==> src/rtl/char_stream_source.sv <==
// -----------------------------------------------------------------------------
// char_stream_source
//
// Producer end of the character stream read by html_parser. Bytes arriving from
// an upstream byte source (UART/PS2 receiver) are buffered in a small FIFO and
// presented one at a time on char/char_valid. The parser may stall with pause.
// Once in_end has been seen and every buffered byte has been consumed, finished
// rises and stays high until reset.
//
// Ports
//   clock        system clock
//   resetn       synchronous reset, active low
//   in_data      upstream byte
//   in_valid     in_data valid this cycle
//   in_ready     FIFO accepts in_data this cycle
//   in_end       one-cycle pulse: no more bytes will follow
//   pause        parser stall; holds a presented character
//   char         current character, 8'h00 when char_valid is low
//   char_valid   char holds an unconsumed character
//   finished     document fully consumed after in_end (sticky)
//   char_count   characters consumed, saturating at 16'hFFFF
//   dbg_state_o  current FSM state (STREAM=0, DRAIN=1, DONE=2)
//
// Handshakes
//   Upstream: a byte transfers on a rising edge where in_valid && in_ready.
//   in_ready depends only on registered state, never on in_valid or pause.
//   A byte offered while in_ready is low is not taken; the source must hold it.
//   Downstream: a character is consumed on a rising edge where
//   char_valid && !pause. While char_valid && pause, char is held unchanged.
// -----------------------------------------------------------------------------
module char_stream_source #(
    parameter int DEPTH  = 16,
    parameter int ADDR_W = 4
) (
    input  logic        clock,
    input  logic        resetn,
    input  logic [7:0]  in_data,
    input  logic        in_valid,
    output logic        in_ready,
    input  logic        in_end,
    input  logic        pause,
    output logic [7:0]  char,
    output logic        char_valid,
    output logic        finished,
    output logic [15:0] char_count,
    output logic [1:0]  dbg_state_o
);

    typedef enum logic [1:0] {
        ST_STREAM = 2'd0,
        ST_DRAIN  = 2'd1,
        ST_DONE   = 2'd2
    } state_t;

    localparam logic [ADDR_W:0] FULL_COUNT = (ADDR_W + 1)'(DEPTH);

    // Registered state
    state_t            state_q,      state_d;
    logic [ADDR_W:0]   count_q,      count_d;
    logic [ADDR_W-1:0] wr_ptr_q,     wr_ptr_d;
    logic [ADDR_W-1:0] rd_ptr_q,     rd_ptr_d;
    logic [7:0]        char_q,       char_d;
    logic              char_valid_q, char_valid_d;
    logic              finished_q,   finished_d;
    logic [15:0]       char_count_q, char_count_d;

    // Storage is not reset: only entries between rd_ptr and wr_ptr are read.
    logic [7:0] mem_q [DEPTH];

    logic fifo_empty;
    logic fifo_full;
    logic wr_en;
    logic consume;
    logic pop;

    assign fifo_empty = (count_q == '0);
    assign fifo_full  = (count_q == FULL_COUNT);

    // Ready comes from registered count only, so a full FIFO refuses a byte
    // even when a pop frees a slot on the same edge.
    assign in_ready = ~fifo_full & (state_q == ST_STREAM);
    assign wr_en    = in_valid & in_ready;
    assign consume  = char_valid_q & ~pause;
    // The output register is refilled when it is empty or being consumed.
    // An empty output register is filled even during pause: pause only
    // freezes a character that is already presented.
    assign pop      = ~fifo_empty & (~char_valid_q | consume);

    always_comb begin
        state_d      = state_q;
        finished_d   = finished_q;
        count_d      = count_q;
        wr_ptr_d     = wr_ptr_q;
        rd_ptr_d     = rd_ptr_q;
        char_d       = char_q;
        char_valid_d = char_valid_q;
        char_count_d = char_count_q;

        if (wr_en) begin
            wr_ptr_d = wr_ptr_q + 1'b1;
        end
        if (pop) begin
            rd_ptr_d = rd_ptr_q + 1'b1;
        end

        unique case ({wr_en, pop})
            2'b10:   count_d = count_q + 1'b1;
            2'b01:   count_d = count_q - 1'b1;
            default: count_d = count_q;
        endcase

        if (pop) begin
            char_d       = mem_q[rd_ptr_q];
            char_valid_d = 1'b1;
        end else if (consume) begin
            char_d       = 8'h00;
            char_valid_d = 1'b0;
        end

        if (consume && (char_count_q != 16'hFFFF)) begin
            char_count_d = char_count_q + 16'd1;
        end

        unique case (state_q)
            ST_STREAM: begin
                // A byte written on the same edge as in_end is kept, since
                // in_ready was still high for that edge.
                if (in_end) begin
                    state_d = ST_DRAIN;
                end
            end
            ST_DRAIN: begin
                if (fifo_empty && !char_valid_q) begin
                    state_d    = ST_DONE;
                    finished_d = 1'b1;
                end
            end
            ST_DONE: begin
                finished_d   = 1'b1;
                char_d       = 8'h00;
                char_valid_d = 1'b0;
            end
            default: begin
                state_d = ST_STREAM;
            end
        endcase
    end

    always_ff @(posedge clock) begin
        if (!resetn) begin
            state_q      <= ST_STREAM;
            finished_q   <= 1'b0;
            count_q      <= '0;
            wr_ptr_q     <= '0;
            rd_ptr_q     <= '0;
            char_q       <= 8'h00;
            char_valid_q <= 1'b0;
            char_count_q <= 16'd0;
        end else begin
            state_q      <= state_d;
            finished_q   <= finished_d;
            count_q      <= count_d;
            wr_ptr_q     <= wr_ptr_d;
            rd_ptr_q     <= rd_ptr_d;
            char_q       <= char_d;
            char_valid_q <= char_valid_d;
            char_count_q <= char_count_d;
        end
    end

    always_ff @(posedge clock) begin
        if (resetn && wr_en) begin
            mem_q[wr_ptr_q] <= in_data;
        end
    end

    assign char        = char_q;
    assign char_valid  = char_valid_q;
    assign finished    = finished_q;
    assign char_count  = char_count_q;
    assign dbg_state_o = state_q;

endmodule

==> config.mk <==
export PLATFORM = sky130hd
export DESIGN_NAME = char_stream_source
export DESIGN_NICKNAME = d
export VERILOG_FILES = /design/src/rtl/char_stream_source.sv
export SDC_FILE = /design/constraint.sdc
export NUM_CORES = 1
export LEC_CHECK = 0
export CELL_PAD_IN_SITES_DETAIL_PLACEMENT = 1
export CELL_PAD_IN_SITES_GLOBAL_PLACEMENT = 2
export CORE_UTILIZATION = 50
export CTS_CLUSTER_DIAMETER = 60
export DETAILED_ROUTE_END_ITERATION = 7
export DONT_BUFFER_PORTS = 1
export GPL_TIMING_DRIVEN = 1
export PLACE_DENSITY_LB_ADDON = 0.15
export SLEW_MARGIN = 10
export SYNTH_ARGS = -nofsm -noshare
export SYNTH_HDL_FRONTEND = slang
export SYNTH_SLANG_ARGS = --single-unit
==> constraint.sdc <==
create_clock -name clock -period 8.9 [get_ports clock]
set_clock_uncertainty 0.2 [all_clocks]
set_input_delay 2.67 -clock clock [delete_from_list [all_inputs] [get_ports clock]]
set_output_delay 2.67 -clock clock [all_outputs]
set_load 0.03 [all_outputs]
=== Yosys cells after proc, flatten, opt, wreduce, memory -nomap -nowiden ===
Memories as Yosys holds them, arrays and structs flattened. A register that Yosys moved wholly into a read port is not among the register bits.
Cells that the tools add are included.

* Eq/ne operators: 8
* Bitwise logic cells: 11
* Mux-type cells: 14
* Add/subtract/negate cells: 5
* Reduce and logical (&&, ||, !) cells: 12

{| class="wikitable"
|+ Operators with widths
! cell !! number
|-
| 16-bit by 1-bit adder with 16-bit output, second input constant || 1
|-
| 8-bit two-way mux || 2
|-
| 16-bit != test, second input constant || 1
|-
| 5-bit one-hot mux with 2 select lines || 1
|-
| 4-bit by 1-bit adder with 4-bit output, second input constant || 2
|-
| 4-bit two-way mux || 2
|-
| 1-bit inverter || 6
|-
| 2-bit one-hot mux with 3 select lines || 1
|-
| 2-bit nonzero test || 3
|-
| 5-bit by 1-bit adder with 5-bit output, second input constant || 1
|-
| 5-bit == test, second input constant || 1
|-
| 5-bit logical NOT || 1
|-
| 1-bit two-way mux || 5
|-
| 5-bit by 1-bit subtractor with 5-bit output, second input constant || 1
|-
| 1-bit AND || 4
|-
| 2-bit by 1-bit == test with 1-bit output, second input constant || 2
|-
| 2-bit == test, second input constant || 2
|-
| 2-bit two-way mux || 2
|-
| 2-bit != test, second input constant || 2
|-
| 1-bit logical AND || 3
|-
| 3-bit AND reduction || 1
|-
| 2-bit logical NOT || 1
|-
| 1-bit one-hot mux with 2 select lines || 1
|-
| 2-bit AND reduction || 1
|-
| 3 further kinds || 3
|}

* Input port bits: 13
* Output and inout bits: 29
* Memories: 1
* Memory bits (writable): 128
* Register bits after elaboration: 41

{| class="wikitable"
|+ Memories
! memory !! depth !! width !! rd ports !! clocked after memory_dff !! write ports !! RTL line !! text
|-
| mem_q || 16 || 8 || 1 || 1 || 1 || 68 || <nowiki>logic [7:0] mem_q [DEPTH];</nowiki>
|}

=== Depth between registers and ports, before layout ===
Gate-level depths: netlist (run 1).

* Depth after elaboration: 7
* Gate-level depth with buffers: 11
* Mapped depth without buffers: 9

=== Worst setup path after synthesis (run 1) ===
Ideal clock, no wire load.

* Kind: in2reg
* Start: in pause
* End: reg count_q[4]
* Library setup time: 0.072 ns
* Path slack: 4.096 ns
* Data arrival time: 4.532 ns
* Stages on the path: 9
* Path buffers: 0
* Cell sequence: nand2_1 o21ai_1 inv_1 ha_1 fa_1 a21o_1 a21oi_1 mux2i_1 mux2i_1

* Longest elaborated chain between the ends: 6

{| class="wikitable"
|+ Ends and longest elaborated chain
! item !! RTL line !! text
|-
| from (decl) || 41 || <nowiki>input logic pause,</nowiki>
|-
| 1-bit inverter * || 83 || <nowiki>assign consume = char_valid_q & ~pause;</nowiki>
|-
| 1-bit AND * || 83 ||
|-
| 1-bit bitwise OR * || 87 || <nowiki>assign pop = ~fifo_empty & (~char_valid_q | consume);</nowiki>
|-
| 1-bit AND * || 87 ||
|-
| via pop || 74 || <nowiki>logic pop;</nowiki>
|-
| 2-bit by 1-bit == test with 1-bit output / 2-bit == test (equally long branches) || 106 || <nowiki>unique case ({wr_en, pop})</nowiki>
|-
| 5-bit one-hot mux with 2 select lines / 2-bit nonzero test (equally long branches) || - ||
|-
| to (signal assigned) || 162 || <nowiki>count_q <= count_d;</nowiki>
|-
| to (decl) || 59 || <nowiki>logic [ADDR_W:0] count_q, count_d;</nowiki>
|}

Mark *: on every way through the listed nets, which the timed path passes. The rest lies on a longest branch.
A chain may end at the register's enable or synchronous reset.

=== Worst setup path after layout (run 1) ===
* Start: reg count_q[0]
* End: out in_ready

* Longest elaborated chain between the ends: 3

{| class="wikitable"
|+ Ends and longest elaborated chain
! item !! RTL line !! text
|-
| 5-bit == test || 77 || <nowiki>assign fifo_full = (count_q == FULL_COUNT);</nowiki>
|-
| 1-bit inverter || 81 || <nowiki>assign in_ready = ~fifo_full & (state_q == ST_STREAM);</nowiki>
|-
| 1-bit AND || 81 ||
|-
| to (decl) || 39 || <nowiki>output logic in_ready,</nowiki>
|}

Every way passes these cells.

==> flow_summary.toml, run 1 <==
[status]
status = "complete, no violations"

[min_path]
hold_path_depth = 2
hp-class = "flip-flop to flip-flop"
hold_path_end = "count_q[3]"
hold_start = "count_q[3]"

[global_routing]
grt.overflow.total = 0
antenna_found_initial = 0
grt_pass1_vias = 4037
grt_max_degree = 33
grt_pass1_wl_mm = 23.6
grtUsageTotal_pct = 23.0

[floorplanning]
die_x_um = 120
start_util_pct = 52.1
fp.dieH_um = 120
ios = 42
core_mm2 = 0.0135
dieArea_mm2 = 0.0145
rows = 42

[yosys]
ys_seq_area_share_pct = 67.7
ys.flop_type = "edfxtp_1"
netlist_area_mm2 = 0.00701
synth_cell_types = 49
ys_ff_latch = 173
yosysWarnings = 0
avgSynthCellArea_um2 = 16.1
synthesis.nets = 459
synth_edf_count = 128
synth-async-reset-ratio_pct = 0
synth_cells = 435

[timing]
relSlewSlack_pct = 28.8
rsz0062_at_grt = "no"
setup_viol = 0
hold_viol_final = 0
tightestPinTransition_ns = 1.07
maxSlewViolCount = 0
setup_tns_ns = 0
worst_hold_slack_ns = 0.324
fmax_mhz = 217
finalCritPeriodShare_pct = 51.7
layout_min_cycle_time_ns = 4.60

[pwr]
combPwrFrac_pct = 18.6
p_switching_uw = 644
pwr-share-seq_pct = 46.2
power.leakage_nw = 2.47
p_per_area_mw_per_mm2 = 288
clkPwrFrac_pct = 35.2
switching_share_pct = 28.7
max-vdd-ir-drop_mv = 0.178
p_int_mw = 1.60
total_power_mw = 2.25

[cells_and_area]
final_util_pct = 58.0
diodes = 0
synthToLayoutAreaGrowth_pct = 11.3
fillers = 1256
drive_above_1_share_pct = 18.9
final_area_mm2 = 0.00780
layout.nets = 461

[critical_path]
path_max_fanout = 9
arrival_ns = 1.73
slowest_delay_ns = 0.63
crit_required_ns = 6.03
path_class = "flip-flop to primary output"
crit_slowest_cell = "or4_4"
crit_path_start_kind = "flip-flop"
reg2reg_slack_ns = 5.65
r2r_start = "count_q[0]"
path_cells = "or4_4 > o21a_1"
end_kind = "primary output"
r2r_end = "count_q[4]"
worstRegToRegCells = 9

[clock_network]
cts_tree = "yes"
cts_buffers = 17
clkSlewWorstSetupHoldPaths_ns = 0.07
clockBufferDepth = 2
clk_latency_ns = 0.42
clockRootBuffer = "clkbuf_16"
htree_levels = 4
cts_resized = 0
cts-hold-fix-buffers = 0
postCtsSetupRepairBufs = 0
cts.sinks = 173

[routing]
drt_first_pass_iters = 5
wl_met3_um = 837
wl_met2_mm = 7.86
drt-met1-wl_mm = 6.15
dr.max_layer_used = "met4"
viasPerCell = 6.08
drtIter0Drc = 328
drc = 0
vias = 3805
ant_nets = 0
wire_per_inst_um = 24.0
wl_mm = 15.0

[placement]
port-buffer-count = 0
dp_hpwl_mm = 9.57
gp_congestion = 0.720
place_area_mm2 = 0.00716

[flow_run]
maxCapViolCount = 0
[power groups by stage]
| stage | Clock [mW] | Combinational, mW | Sequential, mW |
|---|---|---|---|
| after CTS | 0.806 | 0.427 | 1.04 |
| final | 0.790 | 0.419 | 1.04 |
| after global placement | 0 | 0.408 | 1.05 |
| after global routing | 0.833 | 0.462 | 1.05 |
| after floorplan | 0 | 0.370 | 1.01 |
| after detailed placement | 0 | 0.422 | 1.06 |
[worst max-delay path: cells and delay by family, from the launching register on]
kind | cells | cell delay (ns)
compound gates | 1 | 0.32
simple gates | 1 | 0.63
flops | 1 | 0.36
[worst max path at each step]
stage | start | end | slack (ns) | depth (start not counted)
floorplan | pause | count_q[4] | 4.10 | 9
global placement | pause | count_q[4] | 3.91 | 9
detailed placement | pause | count_q[4] | 3.88 | 9
CTS | count_q[0] | in_ready | 4.27 | 2
global route | pause | count_q[4] | 4.14 | 9
finish | count_q[0] | in_ready | 4.30 | 2
[state kept, by name, summed over array words and instances (netlist names), named ones only]
register	count
rd_ptr_q	4
mem_q	128
count_q	5
wr_ptr_q	4
char_valid	1
dbg_state_o	2
char_count	16
finished	1
char	8
[per-layer routing]
layer,track usage [%],vias up
met2,39.3,101
li1,-,1734
met1,28.1,1957
met3,6.27,13
met4,7.87,0
met5,0,-
[synth_stat cells, types with 2 or more instances]
library cell	n	area [um2]
o2111ai_1	2	17.5
nand3_1	12	60.1
mux2i_1	13	130
nand2_1	12	45.0
o31ai_1	10	75.1
nor4_1	3	18.8
mux2_2	8	90.1
buf_2	5	25.0
ha_1	10	125
nor2_1	31	116
edfxtp_1	128	3840
o21a_1	6	45.0
xor2_1	5	43.8
nor2b_1	3	18.8
o21ai_0	4	20.0
a221o_1	8	80.1
nand4_1	3	18.8
or4_1	7	52.6
and3_1	3	18.8
dfxtp_1	45	901
a21oi_1	18	90.1
xnor2_1	2	17.5
a21o_1	2	15.0
mux4_2	32	721
or3_1	7	43.8
nor3_1	9	45.0
buf_1	3	11.3
clkbuf_1	11	41.3
o31a_1	3	26.3
inv_1	10	37.5
nand2b_1	2	12.5
[cell families after synthesis]
kind of cell	after synthesis	share of synthesized area, %
compound gates	61	6.57
xor+xnor	7	0.875
fa+ha+maj	11	2.07
buf+inv	30	1.80
flops	173	67.7
mux	53	13.4
simple gates	100	7.54
[through the flow]
stage	setup WS, ns	instances
after floorplan	4.10	435
after global placement	3.91	594
after detailed placement	3.88	594
after CTS	4.27	626
after global routing	4.14	626
final	4.30	626
[cell type report]
class / count / area [um2] / area share [%]
sequential: 173 / 4750 / 60.9
clock inverter: 15 / 208 / 2.66
timing repair buffer: 3 / 22.5 / 0.289
multi-input combinational: 232 / 2140 / 27.4
clock buffer: 17 / 425 / 5.46
inverter: 10 / 37.5 / 0.481
tap: 176 / 220 / 2.82
[placed cells by master (no fill, tap or decap), drive strengths merged, types with 2 or more instances in the layout]
cell,Yosys,routed
inv,10,16
xnor2,2,2
clkbuf,11,17
edfxtp,128,128
ha,10,10
nor3,9,9
clkinvlp,0,4
a21o,3,3
o21ai,5,5
or4,8,8
o2111ai,3,3
o31a,3,3
bufinv,0,4
and3,3,3
mux2i,13,13
nand2b,2,2
xor2,5,5
a221o,8,8
o21a,6,6
nor2,32,32
buf,9,3
nand3,12,12
dfxtp,45,45
or3,8,8
nor4,4,4
nor2b,3,3
nand4,3,3
mux2,8,8
o31ai,10,10
nand2,12,12
a21oi,19,19
mux4,32,32
Power figures use the tool's default switching activity.
==> run 2, diff against run 1 <==
--- a/config.mk
+++ b/config.mk
@@ -7,7 +7,7 @@
 export LEC_CHECK = 0
 export CELL_PAD_IN_SITES_DETAIL_PLACEMENT = 1
 export CELL_PAD_IN_SITES_GLOBAL_PLACEMENT = 2
-export CORE_UTILIZATION = 50
+export CORE_UTILIZATION = 42
 export CTS_CLUSTER_DIAMETER = 60
 export DETAILED_ROUTE_END_ITERATION = 7
 export DONT_BUFFER_PORTS = 1
==> constraint.sdc (replaced) <==
create_clock -name clock -period 4.2 [get_ports clock]
set_clock_uncertainty 0.2 [all_clocks]
set_input_delay 1.26 -clock clock [delete_from_list [all_inputs] [get_ports clock]]
set_output_delay 1.26 -clock clock [all_outputs]
set_load 0.03 [all_outputs]
==> flow_summary.toml, run 2 (synthesized netlist as in run 1, its figures left out) <==
[pwr]
clkPwrFrac_pct = 34.4
p_per_area_mw_per_mm2 = 594
power.leakage_nw = 2.55
pwr-share-seq_pct = 46.0
combPwrFrac_pct = 19.6
max-vdd-ir-drop_mv = 0.317
switching_share_pct = 29.1
p_switching_mw = 1.37
p_int_mw = 3.34

[global_routing]
antenna_found_initial = 0
grt_pass1_vias = 4108
grt_max_degree = 33
grtUsageTotal_pct = 18.4
grt_pass1_wl_mm = 23.5
grt.overflow.total = 0

[placement]
port-buffer-count = 0
dp_hpwl_mm = 9.57
gp_congestion = 0.750
dpl.cell_count = 650

[critical_path]
end_kind = "flip-flop"
path_buf_inv = 1
cp_top_family = "compound AO/OA/AOI/OAI gates"
path_class = "flip-flop to flip-flop"
cpMostUsedCell = "mux2i_1"
r2r_start = "count_q[0]"
slowest_delay_ns = 0.63
crit_path_start_kind = "flip-flop"
crit_required_ns = 4.36
crit_path_start = "count_q[0]"
crit_slowest_cell = "or4_4"
path_max_fanout = 9
arrival_ns = 3.42
path_cells = "or4_4 > o21ai_1 > inv_1 > ha_1 > fa_1 > a21o_1 > a21oi_1 > mux2i_1 > mux2i_1"

[floorplanning]
rows = 46
core_mm2 = 0.0161
dieArea_mm2 = 0.0172
start_util_pct = 43.6
ios = 42
fp.dieH_um = 131
die_x_um = 131

[clock_network]
postCtsSetupRepairBufs = 0
cts_tree = "yes"
cts_resized = 0
cts-hold-fix-buffers = 0
clockRootBuffer = "clkbuf_16"
htree_levels = 4
clkSlewWorstSetupHoldPaths_ns = 0.06
clk_latency_ns = 0.43
cts_buffers = 17
clockBufferDepth = 2
cts.sinks = 173

[cells_and_area]
fillers = 1547
layout.nets = 477
diodes = 0
synthToLayoutAreaGrowth_pct = 13.3
regArea_mm2 = 0.00475
multi_input_area_mm2 = 0.00214
largest_reg_flops = 128
regMostFlops = "mem_q"
mostFrequentLayoutCell = "edfxtp_1"
fin_cells = 682
final_util_pct = 49.5
final_cell_mix = "edfxtp_1 (128), dfxtp_1 (44), mux4_2 (32)"
drive_above_1_share_pct = 21.2

[min_path]
hold_start = "count_q[3]"
hp-class = "flip-flop to flip-flop"

[timing]
tightestPinTransition_ns = 0.949
layout_min_cycle_time_ns = 3.27
relSlewSlack_pct = 36.5
rsz0062_at_grt = "no"
setup_tns_ns = 0
finalCritPeriodShare_pct = 77.8
hold_viol_final = 0
setup_viol = 0
maxSlewViolCount = 0
fmax_mhz = 306

[routing]
drt_first_pass_iters = 4
ant_nets = 0
drc = 0
wl_mm = 14.6
drtIter0Drc = 236
viasPerCell = 5.55
vias = 3785
wire_per_inst_um = 21.5

[status]
status = "complete, no violations"

[flow_run]
maxCapViolCount = 0
run 2: worst min-delay path, cell delays in order, from the launching register on:
cell     delay, ns
dfxtp_1       0.32
nand3_1       0.08
o31ai_1       0.07
run 2: area by class of cell:
class | instances | share of cell area (%)
sequential | 173 | 59.8
timing repair buffer | 19 | 1.80
clock inverter | 15 | 2.32
tap | 216 | 3.40
multi-input combinational | 232 | 26.9
inverter | 10 | 0.473
clock buffer | 17 | 5.36
run 2: power by group through the flow:
stage               registers [mW]  logic (mW)  clock network, mW
finish                        2.17       0.925               1.62
CTS                           2.17       0.947               1.65
global placement              2.20       0.921                  0
floorplan                     2.15       0.785                  0
global route                  2.19        1.03               1.72
detailed placement            2.21       0.943                  0
run 2: metal layers:
| metal | part of all wire (%) | up-vias | GRT usage (%) | wire [um] |
|---|---|---|---|---|
| met5 | 0 | - | 0 | 0 |
| met4 | 1.1 | 0 | 6.47 | 166 |
| met3 | 4.5 | 12 | 4.48 | 652 |
| met2 | 51 | 63 | 31.0 | 7440 |
| met1 | 44 | 1946 | 23.0 | 6380 |
| li1 | - | 1764 | - | - |
run 2: through the flow:
| stage | hold WS, ns | setup WS, ns | instance area [um2] | power (mW) |
|---|---|---|---|---|
| 2_1_floorplan | 0.280 | 0.806 | 7010 | 2.93 |
| 3_3_place_gp | 0.305 | 0.610 | 7330 | 3.12 |
| 3_5_place_dp | 0.320 | 0.544 | 7330 | 3.15 |
| 4_1_cts | 0.325 | 0.887 | 7940 | 4.77 |
| 5_1_grt | 0.358 | 0.674 | 7940 | 4.93 |
| 6_report | 0.322 | 0.934 | 7940 | 4.72 |
run 2: worst paths after layout:
| path | endpoint | slack [ns] | depth (start not counted) |
|---|---|---|---|
| max | count_q[4] | 0.93 | 9 |
| min reg2reg | count_q[3] | 0.32 | 2 |
| max reg2reg | count_q[4] | 0.93 | 9 |
| min | count_q[3] | 0.32 | 2 |
